===== src/rtl/fxp_pkg.sv =====
// fxp_pkg: shared definitions for the signed fixed-point multiplier slice.
//   - Default integer/fraction bit counts for the Qi.f format.
//   - Rounding-mode and overflow-mode encodings carried with each operation.
//   - fxp_width(): total word width (sign + integer + fraction bits).
package fxp_pkg;

    localparam int FXP_DEF_I = 16;
    localparam int FXP_DEF_F = 15;

    typedef enum logic {
        RND_TRUNC      = 1'b0,   // truncate magnitude toward zero
        RND_HALF_AWAY  = 1'b1    // round half away from zero
    } round_mode_e;

    typedef enum logic {
        OVF_WRAP = 1'b0,         // keep the low W bits of the signed result
        OVF_SAT  = 1'b1          // clamp to the most positive / most negative word
    } ovf_mode_e;

    function automatic int fxp_width(input int int_bits, input int frac_bits);
        return 1 + int_bits + frac_bits;
    endfunction

endpackage


===== src/rtl/fxp_round_sat.sv =====
// fxp_round_sat: combinational post-processing of an unsigned magnitude product.
// Applies optional half-away-from-zero rounding, drops the F fraction bits,
// detects overflow of the signed W-bit range and either saturates or wraps.
// A zero magnitude always yields 0, so a negative zero is never produced.
// Ports:
//   prod  in  2W+2  unsigned |a|*|b|
//   sign  in  1     1 = result is negative
//   rnd   in  1     rounding mode (round_mode_e)
//   sat   in  1     overflow mode (ovf_mode_e)
//   data  out W     signed Qi.f result
//   ovf   out 1     magnitude exceeded the signed W-bit range
module fxp_round_sat
    import fxp_pkg::*;
#(
    parameter int  I  = FXP_DEF_I,
    parameter int  F  = FXP_DEF_F,
    localparam int W  = fxp_width(I, F),
    localparam int PW = 2 * W + 2
) (
    input  logic [PW-1:0] prod,
    input  logic          sign,
    input  logic          rnd,
    input  logic          sat,
    output logic [W-1:0]  data,
    output logic          ovf
);

    localparam logic [PW-1:0] ONE_P     = {{(PW-1){1'b0}}, 1'b1};
    localparam logic [PW-1:0] HALF_LSB  = ONE_P << (F - 1);
    // A negative result may reach magnitude 2^(W-1); a positive one only 2^(W-1)-1.
    localparam logic [PW-1:0] NEG_LIMIT = ONE_P << (W - 1);
    localparam logic [PW-1:0] POS_LIMIT = NEG_LIMIT - ONE_P;
    localparam logic [W-1:0]  SAT_POS   = {1'b0, {(W-1){1'b1}}};
    localparam logic [W-1:0]  SAT_NEG   = {1'b1, {(W-1){1'b0}}};

    logic [PW-1:0] rounded_s;
    logic [PW-1:0] mag_s;
    logic [W-1:0]  mag_low_s;

    // Round, scale, range-check and select the final signed word.
    always_comb begin
        rounded_s = prod;
        mag_s     = {PW{1'b0}};
        mag_low_s = {W{1'b0}};
        data      = {W{1'b0}};
        ovf       = 1'b0;

        if (round_mode_e'(rnd) == RND_HALF_AWAY) begin
            rounded_s = prod + HALF_LSB;
        end else begin
            rounded_s = prod;
        end

        mag_s     = rounded_s >> F;
        mag_low_s = mag_s[W-1:0];

        if (mag_s == {PW{1'b0}}) begin
            data = {W{1'b0}};
            ovf  = 1'b0;
        end else if (sign) begin
            ovf = (mag_s > NEG_LIMIT);
            if (ovf && (ovf_mode_e'(sat) == OVF_SAT)) begin
                data = SAT_NEG;
            end else begin
                // Negating the low W bits equals the low W bits of the negated magnitude.
                data = {W{1'b0}} - mag_low_s;
            end
        end else begin
            ovf = (mag_s > POS_LIMIT);
            if (ovf && (ovf_mode_e'(sat) == OVF_SAT)) begin
                data = SAT_POS;
            end else begin
                data = mag_low_s;
            end
        end
    end

endmodule


===== src/rtl/fixed_point_mult_pipe.sv =====
// fixed_point_mult_pipe: three-stage pipelined signed Qi.f multiplier with
// valid/ready handshakes on both sides and a sideband tag per operation.
//   S1: result sign and (W+1)-bit operand magnitudes (so -2^(W-1) is exact)
//   S2: unsigned 2W+2-bit magnitude product
//   S3: rounded and saturated/wrapped signed result (the output registers)
// Every stage loads when it is empty or its contents leave in the same cycle,
// giving 1 result per cycle and 3-cycle latency with out_ready held high.
// F must be at least 1.
// Ports:
//   clk, rst                      clock, asynchronous active-high reset
//   in_valid/in_ready             input handshake
//   in_a, in_b        [W-1:0]     signed Qi.f operands
//   in_round, in_sat              rounding / overflow mode for this operation
//   in_tag            [TAG_W-1:0] sideband returned with the result
//   out_valid/out_ready           output handshake
//   out_data          [W-1:0]     signed Qi.f product
//   out_ovf                       product exceeded the W-bit range
//   out_tag           [TAG_W-1:0] tag of this result
module fixed_point_mult_pipe
    import fxp_pkg::*;
#(
    parameter int  I     = FXP_DEF_I,
    parameter int  F     = FXP_DEF_F,
    parameter int  TAG_W = 4,
    localparam int W     = fxp_width(I, F)
) (
    input  logic             clk,
    input  logic             rst,
    input  logic             in_valid,
    output logic             in_ready,
    input  logic [W-1:0]     in_a,
    input  logic [W-1:0]     in_b,
    input  logic             in_round,
    input  logic             in_sat,
    input  logic [TAG_W-1:0] in_tag,
    output logic             out_valid,
    input  logic             out_ready,
    output logic [W-1:0]     out_data,
    output logic             out_ovf,
    output logic [TAG_W-1:0] out_tag
);

    localparam int PW = 2 * W + 2;

    // Handshake / flow control
    logic s3_free_s;
    logic s2_free_s;
    logic s1_free_s;
    logic in_fire_s;

    // Operand magnitudes
    logic [W:0] a_ext_s;
    logic [W:0] b_ext_s;
    logic [W:0] mag_a_s;
    logic [W:0] mag_b_s;

    // Stage 1
    logic             s1_valid_r;
    logic             s1_sign_r;
    logic [W:0]       s1_mag_a_r;
    logic [W:0]       s1_mag_b_r;
    logic             s1_rnd_r;
    logic             s1_sat_r;
    logic [TAG_W-1:0] s1_tag_r;

    // Stage 2
    logic             s2_valid_r;
    logic [PW-1:0]    s2_prod_r;
    logic             s2_sign_r;
    logic             s2_rnd_r;
    logic             s2_sat_r;
    logic [TAG_W-1:0] s2_tag_r;

    // Round/saturate result feeding stage 3
    logic [W-1:0] rs_data_s;
    logic         rs_ovf_s;

    // A stage is free when empty or when whatever it holds moves on this cycle.
    assign s3_free_s = !out_valid || out_ready;
    assign s2_free_s = !s2_valid_r || s3_free_s;
    assign s1_free_s = !s1_valid_r || s2_free_s;
    assign in_ready  = s1_free_s;
    assign in_fire_s = in_valid && s1_free_s;

    // Sign-extend by one bit and take absolute values without losing -2^(W-1).
    always_comb begin
        a_ext_s = {in_a[W-1], in_a};
        b_ext_s = {in_b[W-1], in_b};
        if (in_a[W-1]) begin
            mag_a_s = {(W+1){1'b0}} - a_ext_s;
        end else begin
            mag_a_s = a_ext_s;
        end
        if (in_b[W-1]) begin
            mag_b_s = {(W+1){1'b0}} - b_ext_s;
        end else begin
            mag_b_s = b_ext_s;
        end
    end

    // Stage valid bits: cleared asynchronously so in-flight work is discarded.
    always_ff @(posedge clk or posedge rst) begin
        if (rst) begin
            s1_valid_r <= 1'b0;
            s2_valid_r <= 1'b0;
            out_valid  <= 1'b0;
        end else begin
            if (s1_free_s) begin
                s1_valid_r <= in_valid;
            end else begin
                s1_valid_r <= s1_valid_r;
            end
            if (s2_free_s) begin
                s2_valid_r <= s1_valid_r;
            end else begin
                s2_valid_r <= s2_valid_r;
            end
            if (s3_free_s) begin
                out_valid <= s2_valid_r;
            end else begin
                out_valid <= out_valid;
            end
        end
    end

    // Stage 1 datapath: capture sign, magnitudes and per-operation modes/tag.
    always_ff @(posedge clk) begin
        if (in_fire_s) begin
            s1_sign_r  <= in_a[W-1] ^ in_b[W-1];
            s1_mag_a_r <= mag_a_s;
            s1_mag_b_r <= mag_b_s;
            s1_rnd_r   <= in_round;
            s1_sat_r   <= in_sat;
            s1_tag_r   <= in_tag;
        end else begin
            s1_sign_r  <= s1_sign_r;
            s1_mag_a_r <= s1_mag_a_r;
            s1_mag_b_r <= s1_mag_b_r;
            s1_rnd_r   <= s1_rnd_r;
            s1_sat_r   <= s1_sat_r;
            s1_tag_r   <= s1_tag_r;
        end
    end

    // Stage 2 datapath: full-width unsigned magnitude product.
    always_ff @(posedge clk) begin
        if (s2_free_s && s1_valid_r) begin
            s2_prod_r <= {{(W+1){1'b0}}, s1_mag_a_r} * {{(W+1){1'b0}}, s1_mag_b_r};
            s2_sign_r <= s1_sign_r;
            s2_rnd_r  <= s1_rnd_r;
            s2_sat_r  <= s1_sat_r;
            s2_tag_r  <= s1_tag_r;
        end else begin
            s2_prod_r <= s2_prod_r;
            s2_sign_r <= s2_sign_r;
            s2_rnd_r  <= s2_rnd_r;
            s2_sat_r  <= s2_sat_r;
            s2_tag_r  <= s2_tag_r;
        end
    end

    fxp_round_sat #(
        .I (I),
        .F (F)
    ) u_round_sat (
        .prod (s2_prod_r),
        .sign (s2_sign_r),
        .rnd  (s2_rnd_r),
        .sat  (s2_sat_r),
        .data (rs_data_s),
        .ovf  (rs_ovf_s)
    );

    // Stage 3 output registers: held stable while the consumer stalls.
    always_ff @(posedge clk or posedge rst) begin
        if (rst) begin
            out_data <= {W{1'b0}};
            out_ovf  <= 1'b0;
            out_tag  <= {TAG_W{1'b0}};
        end else if (s3_free_s && s2_valid_r) begin
            out_data <= rs_data_s;
            out_ovf  <= rs_ovf_s;
            out_tag  <= s2_tag_r;
        end else begin
            out_data <= out_data;
            out_ovf  <= out_ovf;
            out_tag  <= out_tag;
        end
    end

endmodule


===== config.mk =====
export PLATFORM = sky130hd
export DESIGN_NAME = fixed_point_mult_pipe
export DESIGN_NICKNAME = d
export VERILOG_FILES = /design/src/rtl/fxp_pkg.sv /design/src/rtl/fxp_round_sat.sv /design/src/rtl/fixed_point_mult_pipe.sv
export SDC_FILE = /design/constraint.sdc
export NUM_CORES = 2
export LEC_CHECK = 0
export CORE_ASPECT_RATIO = 0.5
export CORE_UTILIZATION = 30
export CTS_CLUSTER_DIAMETER = 60
export DETAILED_ROUTE_END_ITERATION = 10
export PLACE_DENSITY = 0.43
export SYNTH_ARGS = -nofsm -noshare
export SYNTH_HDL_FRONTEND = slang
export SYNTH_SLANG_ARGS = --single-unit

===== constraint.sdc =====
create_clock -name clk -period 14.94 [get_ports clk]
set_clock_uncertainty 0.15 [all_clocks]
set_input_delay 1.494 -clock clk [delete_from_list [all_inputs] [get_ports clk]]
set_output_delay 1.494 -clock clk [all_outputs]
set_load 0.02 [all_outputs]

* After elaboration in Yosys (flattened, before gate mapping)
Cells that the tools add are included.
** Storage, ports and cells
- Register bits :: 186
- Input bits :: 74
- Output and inout bits :: 39
- Logic and storage cells :: 48
** Cells by class
- $add $sub $neg :: 4
- Multipliers :: 1
- Magnitude comparators :: 2
- Muxes and demuxes :: 9
- Bitwise operators :: 1
- Reductions and logical operators :: 12
** Operators by type and width (count)
- two-way mux 32 bit :: 4
- adder 66 x 15 -> 66 bit (second input constant) :: 1
- zero test 66 bit :: 1
- multiplier 33 x 33 -> 66 bit :: 1
- two-way mux 66 bit :: 1
- subtractor 1 x 32 -> 33 bit (first input constant) :: 2
- two-way mux 31 bit :: 2
- > comparator 51 x 31 -> 1 bit (second input constant) :: 1
- > comparator 51 x 32 -> 1 bit (second input constant) :: 1
- subtractor 1 x 32 -> 32 bit (first input constant) :: 1
- logical AND 1 bit :: 5
- zero test 1 bit :: 3
- logical OR 1 bit :: 3
- two-way mux 1 bit :: 2
- bitwise XOR 1 bit :: 1

* Logic depth before layout (Yosys ltp)
- Word-level depth :: 7
- Mapped depth :: 28
- Mapped depth without buffers :: 27

* Modules after synthesis
Synthesis repeated with hierarchy kept, for this count alone.
** Second synthesis, totals
- Cell total of the unflattened synthesis :: 4962
- Area, all modules :: 45934.1 um2
** Modules (own cells, without submodules)
- fixed_point_mult_pipe :: instances 1, cells each 4460, area an instance 42717.2 um2, seq. area each 5385.2 um2
- fxp_round_sat :: instances 1, cells each 502, area an instance 3216.8 um2, seq. area each 0.0 um2

* Worst setup path before layout
No wires, ideal clock.
- Path kind :: flip-flop to flip-flop
- From :: reg s1_mag_a_r[24]
- To :: reg s2_prod_r[65], data pin
- Library setup time :: 268 ps
- Arrival time :: 7408 ps
- Required time :: 14522 ps
- Setup slack :: 7114 ps
- Cell stages (with the launch flop) :: 28
- Buffers on the path :: 2
- Clock period less this slack :: 7826 ps
- Path through :: edfxtp_1 -> clkbuf_1 -> and2_1 -> fa_1 -> inv_1 -> fa_1 -> inv_1 -> fa_1 -> inv_1 -> fa_1 -> inv_1 -> fa_1 -> fa_1 -> fa_1 -> inv_1 -> fa_1 -> inv_1 -> ha_1 -> clkbuf_1 -> a211oi_1 -> o211ai_1 -> a21oi_1 -> o31ai_1 -> o311ai_0 -> a2111o_1 -> and2_1 -> o311ai_0 -> xnor2_1
** On the way
- Cells in the longest elaborated chain, start to end :: 1
** Ends and longest elaborated chain
- start, declared :: RTL line fixed_point_mult_pipe.sv:60 : logic [W:0] s1_mag_a_r;
- start signal, assigned :: RTL line fixed_point_mult_pipe.sv:130 : s1_mag_a_r <= mag_a_s;
- start signal, assigned :: RTL line fixed_point_mult_pipe.sv:137 : s1_mag_a_r <= s1_mag_a_r;
- multiplier 33 x 33 -> 66 bit :: RTL line fixed_point_mult_pipe.sv:148 : s2_prod_r <= {{(W+1){1'b0}}, s1_mag_a_r} * {{(W+1){1'b0}}, s1_mag_b_r};
- end signal, assigned :: RTL line fixed_point_mult_pipe.sv:148
- end signal, assigned :: RTL line fixed_point_mult_pipe.sv:154 : s2_prod_r <= s2_prod_r;
- end, declared :: RTL line fixed_point_mult_pipe.sv:68 : logic [PW-1:0] s2_prod_r;
Every way passes these cells.
A chain may end at the register's enable or synchronous reset.

* Worst setup path in the final report
- From :: reg s1_mag_a_r[18]
- To :: reg s2_prod_r[65], data pin
The elaborated chain is that of the path after synthesis.

==> impl_metrics.py <==
metrics = {
    "outcome": {
        "outcome": "complete, but fails checks",
        "violations": "design-rule violations",
    },
    "layout": {
        "nets": 6037,
        "multi_input_comb_area_um2": 34500,
        "design_area_um2": 48300,
        "regArea_um2": 4960,
        "area_delta_synth_final_pct": 8.68,
        "drive_gt1_share_pct": 3.72,
        "fillCellCount": 15200,
        "mostFrequentLayoutCells": "1083 x inv_1, 957 x fa_1, 625 x nand2_1",
        "final_common_cell": "inv_1",
    },
    "sta": {
        "min_period_ns": 9.23,
        "hold_slack_ns": 0.268,
        "fin_ws_ns": 5.71,
        "slew-limit-headroom_pct": 25.4,
        "final.setup.tns_ns": 0,
        "hold_viol": 0,
        "setup_violations": 0,
        "rsz0062_at_grt": "false",
        "timing.fmax_ghz": 0.108,
        "period_share_pct": 61.8,
        "finalMaxSlewViolations": 0,
        "tightest_slew_ns": 1.12,
    },
    "floorplanning": {
        "start_util_pct": 30.4,
        "fp.dieH_um": 274,
        "core_area_um2": 146000,
        "io_pins": 113,
        "die_area_um2": 150000,
        "die_x_um": 546,
        "std_cell_rows": 99,
    },
    "clock_tree": {
        "cts_buffer_depth": 2,
        "cts_setup_buffers": 0,
        "cts_max_level": 4,
        "cts_buffers": 17,
        "worstSkewPairLatency_ns": 0.58,
        "post_cts_resized": 0,
        "root_buffer": "clkbuf_16",
        "cts_tree": "done",
        "ctsHoldBuffers": 0,
        "clock_sinks": 172,
        "clkSlewWorstSetupHoldPaths_ns": 0.13,
    },
    "global_route": {
        "busiest_layer": "met1",
        "grt_usage_pct": 20.5,
        "grt_max_degree": 62,
        "grt_pass1_vias": 35100,
        "use_met3_pct": 5.18,
        "use_met1_pct": 32.5,
        "antenna_found_initial": 9,
        "grt_pass1_wl_um": 228000,
        "use_met2_pct": 27.7,
        "overflow": 0,
    },
    "logic_synthesis": {
        "ys_seq_area_share_pct": 11.2,
        "postSynthCellCount": 4777,
        "ys_ff_latch": 172,
        "synth_cell_types": 75,
        "netlist_area_um2": 44500,
        "synthArstFlopShare_pct": 23.3,
        "yosysWarnings": 0,
        "synth.avg_cell_area_um2": 9.31,
        "synth_top_flop_cell": "edfxtp_1",
        "synth-edff-count": 132,
    },
    "detailed_routing": {
        "drtPass1Iterations": 8,
        "wire_per_inst_um": 22.2,
        "vias": 32900,
        "drt_iter0_drc": 2400,
        "route.detailed.drc": 14,
        "ant_nets": 0,
        "routed_wl_um": 149000,
        "via_per_inst": 4.89,
    },
    "critical_path": {
        "cp-end-kind": "register",
        "cp_slowest_cell": "edfxtp_1",
        "crit_top_cell": "fa_1",
        "cp.required_ns": 15.06,
        "cp.arrival_ns": 9.35,
        "worstSetupPathType": "register to register",
        "cpPeakStageDelay_ns": 0.78,
        "cp-start-kind": "register",
        "critPathMaxFanout": 17,
    },
    "placed_design": {
        "place_hpwl_um": 109000,
        "placed_area_um2": 47700,
        "preCtsSetupSlack_ns": 5.81,
        "numPortBuffers": 112,
        "gp_congestion": 0.877,
    },
    "run": {
        "maxCapViolCount": 0,
    },
    "min_path": {
        "min_path_type": "register to register",
    },
}
-- critical path, delay by kind of cell (launching register included) --
family | cells | cell delay (ns)
compound gates | 4 | 1.89
xor+xnor | 1 | 0.10
fa+ha+maj | 9 | 4.50
buf+inv | 7 | 0.50
flops | 1 | 0.78
simple gates | 5 | 0.99
-- routing by layer --
metal	vias up	share of wire, %
met5	-	0.011
met4	2	1.2
met3	126	8.5
met2	1123	38
met1	17300	52
li1	14300	-
-- cell usage after synthesis (all sizes together) (5+ instances only) --
cell / n / area share [%]
nor2: 72 / 0.61
o21bai: 6 / 0.10
mux2: 11 / 0.28
nand2: 626 / 5.3
nor4: 40 / 0.76
a211oi: 13 / 0.22
dfrtp: 40 / 2.3
xnor2: 113 / 2.2
nand3: 52 / 0.59
nand4: 38 / 0.64
o21ai: 56 / 0.63
o31a: 7 / 0.14
and3: 18 / 0.25
o22ai: 8 / 0.11
nand2b: 11 / 0.15
o41ai: 15 / 0.30
edfxtp: 132 / 8.9
or3: 10 / 0.14
inv: 1083 / 9.1
buf: 17 / 0.24
a21o: 34 / 0.57
o31ai: 58 / 1.3
xor2: 46 / 0.91
ha: 266 / 7.5
fa: 957 / 43
clkbuf: 230 / 1.9
o21a: 6 / 0.10
nor2b: 10 / 0.14
a2111oi: 6 / 0.12
and4: 16 / 0.32
nor3: 19 / 0.21
o211ai: 5 / 0.084
and2: 578 / 8.1
or4: 20 / 0.34
a21boi: 5 / 0.084
a31oi: 15 / 0.21
a21oi: 88 / 0.99
-- state kept, by name, indices dropped and copies added, names as in the netlist --
| name | cells |
|---|---|
| s2_valid_r | 1 |
| out_data | 32 |
| s1_valid_r | 1 |
| s2_rnd_r | 1 |
| s2_sat_r | 1 |
| s2_prod_r | 52 |
| s1_mag_b_r | 33 |
| out_tag | 4 |
| out_ovf | 1 |
| s1_sign_r | 1 |
| s2_tag_r | 4 |
| out_valid | 1 |
| s1_rnd_r | 1 |
| s1_mag_a_r | 33 |
| s1_tag_r | 4 |
| s1_sat_r | 1 |
| s2_sign_r | 1 |
-- area by class of cell --
cell class | count | area share [%]
inverters | 1083 | 8.41
well taps | 1969 | 5.10
repair buffers | 190 | 3.55
flip-flops and latches | 172 | 10.3
clock buffers | 17 | 0.880
diodes | 2 | 0.0104
clock inverters | 15 | 0.427
multi-input cells | 3276 | 71.4
-- through the flow --
stage | instances | utilization, %
finish | 6724 | 33.0
CTS | 6721 | 33.0
detailed placement | 6689 | 32.6
floorplan | 4778 | -
global route | 6723 | 33.0
global placement | 6689 | 32.6
-- kinds of logic (layout without fill, tap and decap cells) --
group                    Yosys count  count (layout)  share of synthesized area [%]
flip-flops                       172             172                           11.2
AND/OR/NAND/NOR                 1524            1524                           17.8
adder cells (fa/ha/maj)         1223            1223                           50.6
other                              1               4                        0.00843
multiplexers                      14              14                          0.346
XOR/XNOR                         159             159                           3.13
AO/OA/AOI/OAI                    354             354                           5.64
buffers and inverters           1330            1305                           11.3
-- worst paths after layout --
kind	startpoint	endpoint	slack, ns	cells after the start
worst min-delay path	s1_tag_r[1]$_DFFE_PP_	s2_tag_r[1]$_DFFE_PP_	0.27	0
max in group asynchronous	rst	out_data[31]$_DFFE_PP0P_	13.03	3
worst min register to register	s1_tag_r[1]$_DFFE_PP_	s2_tag_r[1]$_DFFE_PP_	0.27	0
min in group asynchronous	rst	out_tag[1]$_DFFE_PP0P_	1.22	3
worst max-delay path	s1_mag_a_r[18]$_DFFE_PP_	s2_prod_r[65]$_DFFE_PP_	5.71	26
worst max register to register	s1_mag_a_r[18]$_DFFE_PP_	s2_prod_r[65]$_DFFE_PP_	5.71	26
Power is left out: the tool's default activity adds up to more than one toggle a clock period on the data nets, which glitch-free logic cannot reach.
